--- src/rtl/alu_op_sequencer.sv ---
// Control sequencer for register-to-register ALU instructions: fetch (T0-T2) then
// execute steps decoded from the datapath IR, with memory stall and illegal-opcode trap.
module alu_op_sequencer #(
  parameter int NREGS = 16,
  parameter int IR_W  = 32,
  parameter int OPC_W = 5
) (
  input  logic             clock,
  input  logic             clear,
  input  logic             start,
  input  logic             mem_ready,
  input  logic [IR_W-1:0]  ir,
  output logic [NREGS-1:0] reg_in,
  output logic [NREGS-1:0] reg_out,
  output logic [13:0]      alu_op,
  output logic             PCout,
  output logic             PCin,
  output logic             MARin,
  output logic             MDRin,
  output logic             MDRout,
  output logic             Read,
  output logic             IRin,
  output logic             Yin,
  output logic             Zin,
  output logic             Zlowout,
  output logic             Zhighout,
  output logic             HIin,
  output logic             LOin,
  output logic             busy,
  output logic             done,
  output logic             illegal
);

  localparam int REG_W   = (NREGS > 1) ? $clog2(NREGS) : 1;
  localparam int INC_PC  = 13;
  localparam int NUM_OPS = 13;
  localparam int FLD_LSB = IR_W - OPC_W - 3*REG_W;

  typedef enum logic [3:0] {
    S_IDLE, S_T0, S_T1, S_T2, S_T3, S_T4, S_T5, S_T6, S_FAULT
  } state_t;

  typedef struct packed {
    logic             en;
    logic [REG_W-1:0] sel;
  } reg_sel_t;

  state_t             state, state_nxt, after_last;
  reg_sel_t           rin, rout;
  logic [OPC_W-1:0]   opc;
  logic [REG_W-1:0]   ra, rb, rc;
  logic [NUM_OPS-1:0] op_dec;
  logic               legal, unary, muldiv;
  logic               unused_ir_bits;

  assign opc = ir[IR_W-1 -: OPC_W];
  assign ra  = ir[IR_W-1-OPC_W -: REG_W];
  assign rb  = ir[IR_W-1-OPC_W-REG_W -: REG_W];
  assign rc  = ir[IR_W-1-OPC_W-2*REG_W -: REG_W];
  assign unused_ir_bits = ^ir[FLD_LSB-1:0];

  assign legal  = opc < OPC_W'(NUM_OPS);
  assign unary  = (opc == OPC_W'(9)) || (opc == OPC_W'(10));
  assign muldiv = (opc == OPC_W'(11)) || (opc == OPC_W'(12));

  always_comb begin
    for (int i = 0; i < NUM_OPS; i++) op_dec[i] = (opc == OPC_W'(i));
  end

  // Chained instructions go straight to the next fetch with no idle bubble
  assign after_last = start ? S_T0 : S_IDLE;

  always_ff @(posedge clock or negedge clear) begin
    if (!clear) state <= S_IDLE;
    else        state <= state_nxt;
  end

  always_comb begin
    state_nxt = state;
    rin       = '0;
    rout      = '0;
    alu_op    = '0;
    PCout     = 1'b0;
    PCin      = 1'b0;
    MARin     = 1'b0;
    MDRin     = 1'b0;
    MDRout    = 1'b0;
    Read      = 1'b0;
    IRin      = 1'b0;
    Yin       = 1'b0;
    Zin       = 1'b0;
    Zlowout   = 1'b0;
    Zhighout  = 1'b0;
    HIin      = 1'b0;
    LOin      = 1'b0;
    done      = 1'b0;
    case (state)
      S_IDLE: if (start) state_nxt = S_T0;
      S_T0: begin
        PCout          = 1'b1;
        MARin          = 1'b1;
        alu_op[INC_PC] = 1'b1;
        Zin            = 1'b1;
        state_nxt      = S_T1;
      end
      // Held while memory stalls; reloading PC from an unchanged Z is harmless
      S_T1: begin
        Zlowout = 1'b1;
        PCin    = 1'b1;
        Read    = 1'b1;
        MDRin   = 1'b1;
        if (mem_ready) state_nxt = S_T2;
      end
      S_T2: begin
        MDRout    = 1'b1;
        IRin      = 1'b1;
        state_nxt = S_T3;
      end
      S_T3: begin
        if (!legal) begin
          state_nxt = S_FAULT;
        end else begin
          rout = '{en: 1'b1, sel: rb};
          if (unary) begin
            alu_op[NUM_OPS-1:0] = op_dec;
            Zin                 = 1'b1;
          end else begin
            Yin = 1'b1;
          end
          state_nxt = S_T4;
        end
      end
      S_T4: begin
        if (unary) begin
          Zlowout   = 1'b1;
          rin       = '{en: 1'b1, sel: ra};
          done      = 1'b1;
          state_nxt = after_last;
        end else begin
          rout                = '{en: 1'b1, sel: rc};
          alu_op[NUM_OPS-1:0] = op_dec;
          Zin                 = 1'b1;
          state_nxt           = S_T5;
        end
      end
      S_T5: begin
        Zlowout = 1'b1;
        if (muldiv) begin
          LOin      = 1'b1;
          state_nxt = S_T6;
        end else begin
          rin       = '{en: 1'b1, sel: ra};
          done      = 1'b1;
          state_nxt = after_last;
        end
      end
      S_T6: begin
        Zhighout  = 1'b1;
        HIin      = 1'b1;
        done      = 1'b1;
        state_nxt = after_last;
      end
      S_FAULT: state_nxt = S_FAULT;
      default: state_nxt = S_IDLE;
    endcase
  end

  for (genvar g = 0; g < NREGS; g++) begin : g_reg
    assign reg_in[g]  = rin.en  && (rin.sel  == REG_W'(g));
    assign reg_out[g] = rout.en && (rout.sel == REG_W'(g));
  end

  assign busy    = (state != S_IDLE) && (state != S_FAULT);
  assign illegal = (state == S_FAULT);

endmodule

--- config.mk ---
export PLATFORM = sky130hd
export DESIGN_NAME = alu_op_sequencer
export DESIGN_NICKNAME = d
export VERILOG_FILES = /design/src/rtl/alu_op_sequencer.sv
export SDC_FILE = /design/constraint.sdc
export NUM_CORES = 1
export LEC_CHECK = 0
export CORE_MARGIN = 8
export CORE_UTILIZATION = 29
export DETAILED_ROUTE_END_ITERATION = 12
export PLACE_DENSITY = 0.85
export SETUP_SLACK_MARGIN = 0.1
export SYNTH_ARGS = -nofsm -noshare
export SYNTH_HDL_FRONTEND = slang
export SYNTH_SLANG_ARGS = --single-unit
--- constraint.sdc ---
create_clock -name clock -period 2.5 [get_ports clock]
set_input_delay 0.375 -clock clock [delete_from_list [all_inputs] [get_ports clock]]
set_output_delay 0.375 -clock clock [all_outputs]
set_load 0.03 [all_outputs]
**Word-level counts from Yosys, hierarchy flattened**

Index checks and enable logic that the tools add are counted.

- $lt $le $gt $ge: 1
- Eq/ne operators: 53
- Multiplexer cells: 32
- Reductions and logical operators: 42

Operators by type and width:

| kind | number |
|---|---|
| equality test 4 bit, second input constant | 17 |
| equality test 4 x 3 -> 1 bit, second input constant | 12 |
| two-way mux 13 bit | 3 |
| one-hot mux 4 bit (9 select lines) | 1 |
| logical AND 1 bit | 33 |
| one-hot mux 13 bit (2 select lines) | 1 |
| equality test 5 x 4 -> 1 bit, second input constant | 5 |
| equality test 4 x 2 -> 1 bit, second input constant | 6 |
| equality test 5 x 3 -> 1 bit, second input constant | 4 |
| two-way mux 5 bit | 4 |
| one-hot mux 5 bit (2 select lines) | 2 |
| two-way mux 1 bit | 13 |
| equality test 4 x 1 -> 1 bit, second input constant | 3 |
| zero test 4 bit | 3 |
| two-way mux 4 bit | 3 |
| equality test 5 x 2 -> 1 bit, second input constant | 2 |
| two-way mux 3 bit | 2 |
| one-hot mux 1 bit (3 select lines) | 2 |
| equality test 5 x 1 -> 1 bit, second input constant | 1 |
| zero test 5 bit | 1 |
| less-than comparator 5 x 4 -> 1 bit, second input constant | 1 |
| != test 2 bit, second input constant | 2 |
| != test 4 bit, second input constant | 1 |
| nonzero test 4 bit | 1 |
| 4 further kinds | 5 |

- Bits in registers: 4
- Input bits: 36
- Output and inout bits: 62
- Logic and storage cells: 129

**Longest topological paths before layout**

- Word-level depth: 6
- Gate-level depth with buffers: 6
- Mapped depth without buffers: 4

**Worst setup path after synthesis**

OpenSTA, ideal clock, no wires.

- Path type: register to output
- Start: register state[3]
- End: output reg_out[10]
- Data arrival time: 2.661 ns
- Data required time: 2.125 ns
- Setup slack: -0.536 ns
- Stages on the path, launching flop included: 6
- Path buffers: 1
- Cells stage by stage: dfrtp_1 > or4b_1 > buf_2 > or4b_4 > a21boi_4 > nor4_1

- Cells in the longest elaborated chain, start to end: 4
- Elaborated cells between the ends (all ways): 5
- Those cells by class: 3 x eq/ne; 1 x mux; 1 x reduce/logical

Ends and longest elaborated chain:

| element | line | text |
|---|---|---|
| start, declared | 48 | `state_t state, state_nxt, after_last;` |
| start signal, assigned | 75 | `else state <= state_nxt;` |
| equality test 4 x 3 -> 1 bit | 97 | `case (state)` |
| one-hot mux 5 bit (2 select lines) (*) | 97 |  |
| equality test 4 bit | 170 | `assign reg_out[g] = rout.en && (rout.sel == REG_W'(g));` |
| logical AND 1 bit (*) | 170 |  |
| end, declared | 14 | `output logic [NREGS-1:0] reg_out,` |

Every way passes the cells marked *; elsewhere a longest branch is shown, timed or not.

**Worst setup path in the final report**

- Start: register state[0]
- End: output reg_out[2]

- Cells in the longest elaborated chain, start to end: 4
- Elaborated cells between the ends (all ways): 5
- Those cells by class: 3 x eq/ne; 1 x mux; 1 x reduce/logical

Ends and longest elaborated chain:

| element | line |
|---|---|
| equality test 4 x 3 -> 1 bit | 97 |
| one-hot mux 5 bit (2 select lines) (*) | 97 |
| equality test 4 x 2 -> 1 bit | 170 |
| logical AND 1 bit (*) | 170 |

Marks and branches as above.

==> results by group <==
Synthesis
  • Average footprint of a synthesized cell: 6.62 um2
  • Count of different cell masters after synthesis: 43
  • Mapped cell area: 967 um2
  • Async SR Flop Fraction: 100%
  • Number of enable flip-flop cells after synthesis: 0
  • Most frequent cells after synthesis: sky130_fd_sc_hd__nor4_1, sky130_fd_sc_hd__nor3_1, sky130_fd_sc_hd__nor2_1
  • Primary FF master, synth: sky130_fd_sc_hd__dfrtp_1
  • Sequential element share of the synthesized area: 10.3%
  • Cells after synthesis: 146
  • Dominant cells by area after synthesis: sky130_fd_sc_hd__nor4_1, sky130_fd_sc_hd__dfrtp_1, sky130_fd_sc_hd__nor3_1
  • Synth area leader: sky130_fd_sc_hd__nor4_1
  • Count of warnings emitted by yosys: 0
  • Most common cell in the synthesized netlist: sky130_fd_sc_hd__nor4_1
  • Top cell type's share of synthesized area: 14.9%
  • Yosys reg bits: 4
  • Net count after synthesis: 182

Floorplan
  • Total number of placement rows: 21
  • Number of ports placed on the die boundary: 98
  • Die extent in x: 73.8 um
  • Starting Density: 29.7%
  • Vert. Die Dim: 73.8 um
  • Die area: 0.00544 mm2
  • Core area: 0.00326 mm2

Timing
  • Maximum achievable frequency: 360 MHz
  • Final total negative setup slack: -3590 ps
  • Slew Viols, Final: 0
  • Setup clock skew after layout: 0.388 ps
  • Setup violators final: 17
  • Min cycle time layout: 2770 ps
  • Actual transition at the worst max-transition pin: 603 ps
  • Relative slew slack: 59.7%
  • Hold Violations, Final: 0
  • RSZ-0062 raised after global routing: true
  • Final-layout worst hold slack: 340 ps
  • Post-route worst setup slack: -275 ps
  • Final cycle utilization of the critical path: 111%

Setup path
  • Launch point of the critical path: state[0]$_DFFE_PN0P_
  • Critical path's slowest cell: sky130_fd_sc_hd__or4b_4
  • Largest fanout on the critical path: 6
  • Crit start category: flop
  • Stages on the worst setup path: 8
  • Delay-heaviest family, CP: simple AND/OR/NAND/NOR gates
  • Worst path cell trace: or4b_4, or4b_4, buf_4, buf_6, o21ai_4, buf_12, nor4_4, buf_6
  • Worst Path Required: 2120 ps
  • Peak per-stage delay on the critical path: 580 ps
  • Reg2Reg Launch Point: state[0]$_DFFE_PN0P_
  • Worst setup path category: flop to output port
  • Arrival @ worst endpoint: 2400 ps
  • Number of buffers and inverters on the critical path: 4
  • Worst setup endpoint: reg_out[2]
  • Worst reg2reg path endpoint: state[2]$_DFFE_PN0P_
  • Type of element capturing the critical path: output port
  • Depth of the most critical reg-to-reg path: 6
  • Slack of the worst reg-to-reg path: 750 ps

Finish
  • Regs by FF count: state: 4 flops
  • Register with the most flip-flops: state
  • Synth-to-Final Area Change: 177%
  • Share of final-layout standard cells stronger than drive strength 1: 60.4%
  • Net total in the final layout: 298
  • Number of flip-flops in the largest register: 4
  • Number of diodes: 0

Power and ir drop
  • Switching portion of total power: 54.9%
  • Clock group share of total power: 5.1%
  • Overall power: 0.00152 W
  • Combinational share of power: 88.0%
  • Switching Power: 0.000836 W
  • Power share of the sequential group: 6.9%
  • Power density of the placed cells: 569 mW/mm2
  • Maximum resistive drop on vdd: 0.284 mV
  • Internal power: 0.000687 W
  • Static Leakage: 1.09 nW

Route
  • Via-to-Cell Ratio: 5.72
  • Top layer used by detailed routing: met4
  • Drt wl/cell: 21.9 um
  • Vias: 1,749
  • DRC errors left: 0
  • Starting DRT DRC Count: 103
  • Number of optimization iterations in the first detailed-route pass: 4
  • Met2 wirelength from detailed routing: 3580 um
  • Routed length on met3: 509 um
  • Antenna Violating Nets Remaining: 0
  • Final wirelength: 6700 um
  • M1 wire length: 2360 um

Placed design
  • Weighted congestion reported at the end of routability-driven placement: 0.788
  • Port buffer count: 82
  • Post-DP HPWL: 4160 um

Clock tree
  • Post-CTS Hold Fix Bufs: 0
  • Cts bufs inserted: 3
  • Htree depth: 1
  • Clk sink count: 4
  • TritonCTS clock tree: yes
  • Clock insertion delay at the later pin of the skew report: 230 ps
  • Clk Tree Root Cell: sky130_fd_sc_hd__clkbuf_4
  • Clock Path Buffers: 2
  • Clock transition at path regs: 40 ps

Worst hold path
  • Worst hold path class: input pin to async pin

Run
  • Number of maximum-capacitance constraint violations: 0

Global routing
  • Antenna violations before repair: 0
  • Global-route wire length before repair: 8850 um
  • Vias in the first global route: 1,772
  • Overall track demand over capacity in global routing: 20.7%
  • Pin count of the biggest net entering global routing: 14
  • Overflow left after global routing: 0

Status
  • Violations in the final reports: setup timing
  • Run status: complete, but fails checks
==> cell usage in the layout (no fill, tap or decap), drive strengths merged, types with 5 or more instances in the layout <==
cell	count
nor4b	5
inv	6
nor3	17
dlygate4sd2	7
buf	97
nor4	23
clkdlybuf4s50	20
clkbuf	6
nor2	11
nand2	9
==> through the flow <==
| stage | setup WS (ps) | instances | cell area, um2 | utilization, % |
|---|---|---|---|---|
| after global routing | -331 | 306 | 2680 | 82.1 |
| after detailed placement | -464 | 293 | 2350 | 72.1 |
| final | -275 | 306 | 2680 | 82.1 |
| after floorplan | -158 | 146 | 1340 | - |
| after global placement | -346 | 293 | 2350 | 72.1 |
| after CTS | -246 | 303 | 2550 | 78.2 |
==> metal layers <==
| metal | vias to the layer above | global-route usage (%) |
|---|---|---|
| met5 | - | 0 |
| met1 | 833 | 20.1 |
| met4 | 0 | 8.87 |
| met2 | 94 | 39.3 |
| met3 | 22 | 5.59 |
| li1 | 800 | - |
==> logic make-up (layout without fill, tap and decap cells) <==
group	Yosys count	after routing	synth area share, %
flops	4	4	10.3
xor+xnor	1	1	0.906
simple gates	91	91	56.5
buf+inv	25	138	12.3
compound gates	25	26	19.9
==> worst min path at each step <==
stage / start / endpoint / slack [ps]
after floorplan: clear / state[0]$_DFFE_PN0P_ / 80
after global placement: clear / state[1]$_DFFE_PN0P_ / 580
after detailed placement: clear / state[2]$_DFFE_PN0P_ / 580
after CTS: clear / state[2]$_DFFE_PN0P_ / 340
after global routing: clear / state[0]$_DFFE_PN0P_ / 340
final: clear / state[0]$_DFFE_PN0P_ / 340
==> cell type report <==
type	instances	area (um2)
clock buffer	3	22.5
inverter	6	22.5
sequential	4	100
timing repair buffer	129	1210
multi-input combinational	118	1260
tap	46	57.6
fill	201	583
==> power groups by stage <==
stage	Clock, W	Combinational [W]	Sequential [W]
2_1_floorplan	0	0.000768	0.000103
3_3_place_gp	0	0.00119	0.000103
3_5_place_dp	0	0.00121	0.000104
4_1_cts	0.0000805	0.00127	0.000105
5_1_grt	0.0000924	0.00140	0.000107
6_report	0.0000774	0.00134	0.000105
==> what timing repair did <==
item                       4_1_cts  5_1_grt
gates cloned                     1        0
buffers inserted                 6        4
resized for setup               40       31
setup endpoints to repair       43       36
pin swaps                       22       13
Power figures use the tool's default switching activity.
==> edit 1, RTL diff (same flow settings) <==
The parameter `OPC_W` goes from 5 to 10.
--- a/src/rtl/alu_op_sequencer.sv
+++ b/src/rtl/alu_op_sequencer.sv
@@ -4,5 +4,5 @@
   parameter int NREGS = 16,
   parameter int IR_W  = 32,
-  parameter int OPC_W = 5
+  parameter int OPC_W = 10
 ) (
   input  logic             clock,
Behaviour: not the same (Yosys sat finds a counterexample within 10 cycles, from zero or initial values).
==> edit 1 against the unedited design <==
Sequential cell count stayed put; synthesized area is 14% higher; hold slack better by 0.011 ns; cell count is 13% higher; register-to-register slack worse by 0.05 ns; wire length is 19% lower; sequential share of layout area is 0.46 points higher; power is 3.1% higher; maximum frequency is 14% higher; cell area is 11% lower; sequential power is 43% higher; first-iteration DRC count is 14% higher; worst setup slack better by 0.34 ns; critical endpoint is now reg_out[9].
==> edit 1: results (changes against the unedited design) <==
- The flow ran to the end, and the final reports show no timing, DRC or antenna violations.
* Total global routing track utilization: 16.2% (-4.4 points)
* Seq/Total Area, Yosys: 9.05% (-1.3 points)
* Path class of the lowest-slack min-delay path: input pin to asynchronous set/reset pin
- The met3 wire length was 469 microns (-7.9%).
* Average cell area after synthesis: 6.11 sq um (-7.8%)
- Via/cell ratio: 5.26 (-8.0%)
- The final routed wirelength across all metal layers came to 5.43 mm (-19%).
- Sorting the synthesized cells by area gives the leading types as nor2_1 (17%), dfrtp_1 (9.0%), nand2_1 (4.8%).
- The placer congestion estimate came to 0.896 (+14%).
- The antenna diode count is 0 (unchanged).
- The minimum setup slack among reg-to-reg paths was 0.70 ns (-0.05 ns).
- Total leakage power: 0.00110 uW (+0.76%)
- Sorting the synthesized cells by how often they occur yields nor2_1 (50), nand2_1 (14), nor3_1 (10).
- Via count of the first global-routing pass: 1759 (-0.73%)
- Worst supply voltage drop on vdd: 362 uV (+27%)
- Yosys instantiated no cell more often than nor2_1.
- Fraction of layout cells with a size suffix above 1: 47.8% (-13 points)
- Synthesized net count: 217 (+19%)
* Global-route wire length before repair: 8.25 mm (-6.9%)
* Total cell area at the placement stage: 0.00206 sq mm (-12%)
- The fraction of registers with async set or reset after synthesis came to 100% (unchanged).
- Port buffer count: 87 (+6.1%)
- The post-placement setup slack came to -0.413 ns (+0.0512 ns).
- The cell count after placement is 330 (+13%).
* Final std cells w/o fill: 345 (+13%)
- Number of filler instances in the final layout: 311 (+55%)
- Final clock skew: 0.00354 ns (+0.00315 ns)
* Number of library cell types mapped by synthesis: 47 (+9.3%)
- Pin count of the biggest net entering global routing: 12 (-2)
- Detailed-routing wirelength on met1: 2.14 mm (-9.2%)
* First-pass DRT Iterations: 4 (unchanged)
- The worst hold slack is 0.351 ns (+0.0108 ns).
* Data arrival at the endpoint of the critical path: 2.06 ns (-0.34 ns)
* Maximum clock insertion buffer count: 2 (unchanged)
* NumNets Final: 335 (+12%)
* Met2 wire len: 2.74 mm (-23%)
- DP Wirelength: 4.00 mm (-4.0%)
* Met3 usage: 4.72% (-0.87 points)
- Cell at the root of the clock tree: clkbuf_8
* Normalized max-slew margin: 70.5% (+11 points)
- DRC marker count from the first detailed-route iteration: 117 (+14%)
- Max Fanout on Critical Path: 4 (-2)
- Met2 track demand over resource: 28.6% (-11 points)
* GR Util met1: 18.0% (-2.1 points)
- Share of the cycle needed by the critical path after routing: 97.5% (-13 points)
- The count of yosys warnings during synthesis is 0 (unchanged).
- The number of antenna violations at the first check in global routing is 0 (unchanged).
-- edit 1: logic make-up (layout without fill, tap and decap cells) --
logic type	after synthesis	in the layout	share of synthesized area [%]
AOI/OAI and AO/OA	28	28	18.8
buffers and inverters	21	137	10.4
and+or+nand+nor	127	127	61.0
DFF	4	4	9.05
xor gates and xnor gates	1	1	0.792
-- edit 1: repair_timing --
| item | in CTS | in global routing |
|---|---|---|
| setup buffers | 5 | 7 |
| pin swaps | 10 | 13 |
| setup endpoints to repair | 57 | 36 |
| resized for setup | 56 | 47 |
-- edit 1: area by class of cell --
type                    count  area [sq um]  area share (%)
clock buffers               3          41.3            1.73
inverters                   5          18.8           0.788
multi-input cells         156          1070            45.0
flip-flops and latches      4           100            4.20
well taps                  48          60.1            2.52
repair buffers            129          1090            45.7
-- edit 1: worst max-delay path, cell delays in order --
cell and delay, ns:
clkdlybuf4s15_1 0.22, nor4b_4 0.29, nand4_1 0.19, buf_6 0.18, o32ai_2 0.21, o211ai_1 0.14
buf_4 0.17, nor2_1 0.10, buf_4 0.18
-- edit 1: final timing paths --
| kind | end | startpoint | depth (start not counted) |
|---|---|---|---|
| max | reg_out[9] | ir[26] | 9 |
| min | state[1]$_DFFE_PN0P_ | clear | 1 |
| max reg2reg | state[0]$_DFFE_PN0P_ | state[3]$_DFFE_PN0P_ | 8 |
| min reg2reg | state[1]$_DFFE_PN0P_ | state[2]$_DFFE_PN0P_ | 3 |
| max in group asynchronous | state[3]$_DFFE_PN0P_ | clear | 1 |
| min in group clock | state[3]$_DFFE_PN0P_ | ir[31] | 5 |
-- edit 1: report_power, final --
part / switching [uW] / internal, uW / total, uW
combinational: 758 / 523 / 1280
clock: 36.3 / 103 / 139
sequential: 52.4 / 97.8 / 150
total: 847 / 723 / 1570
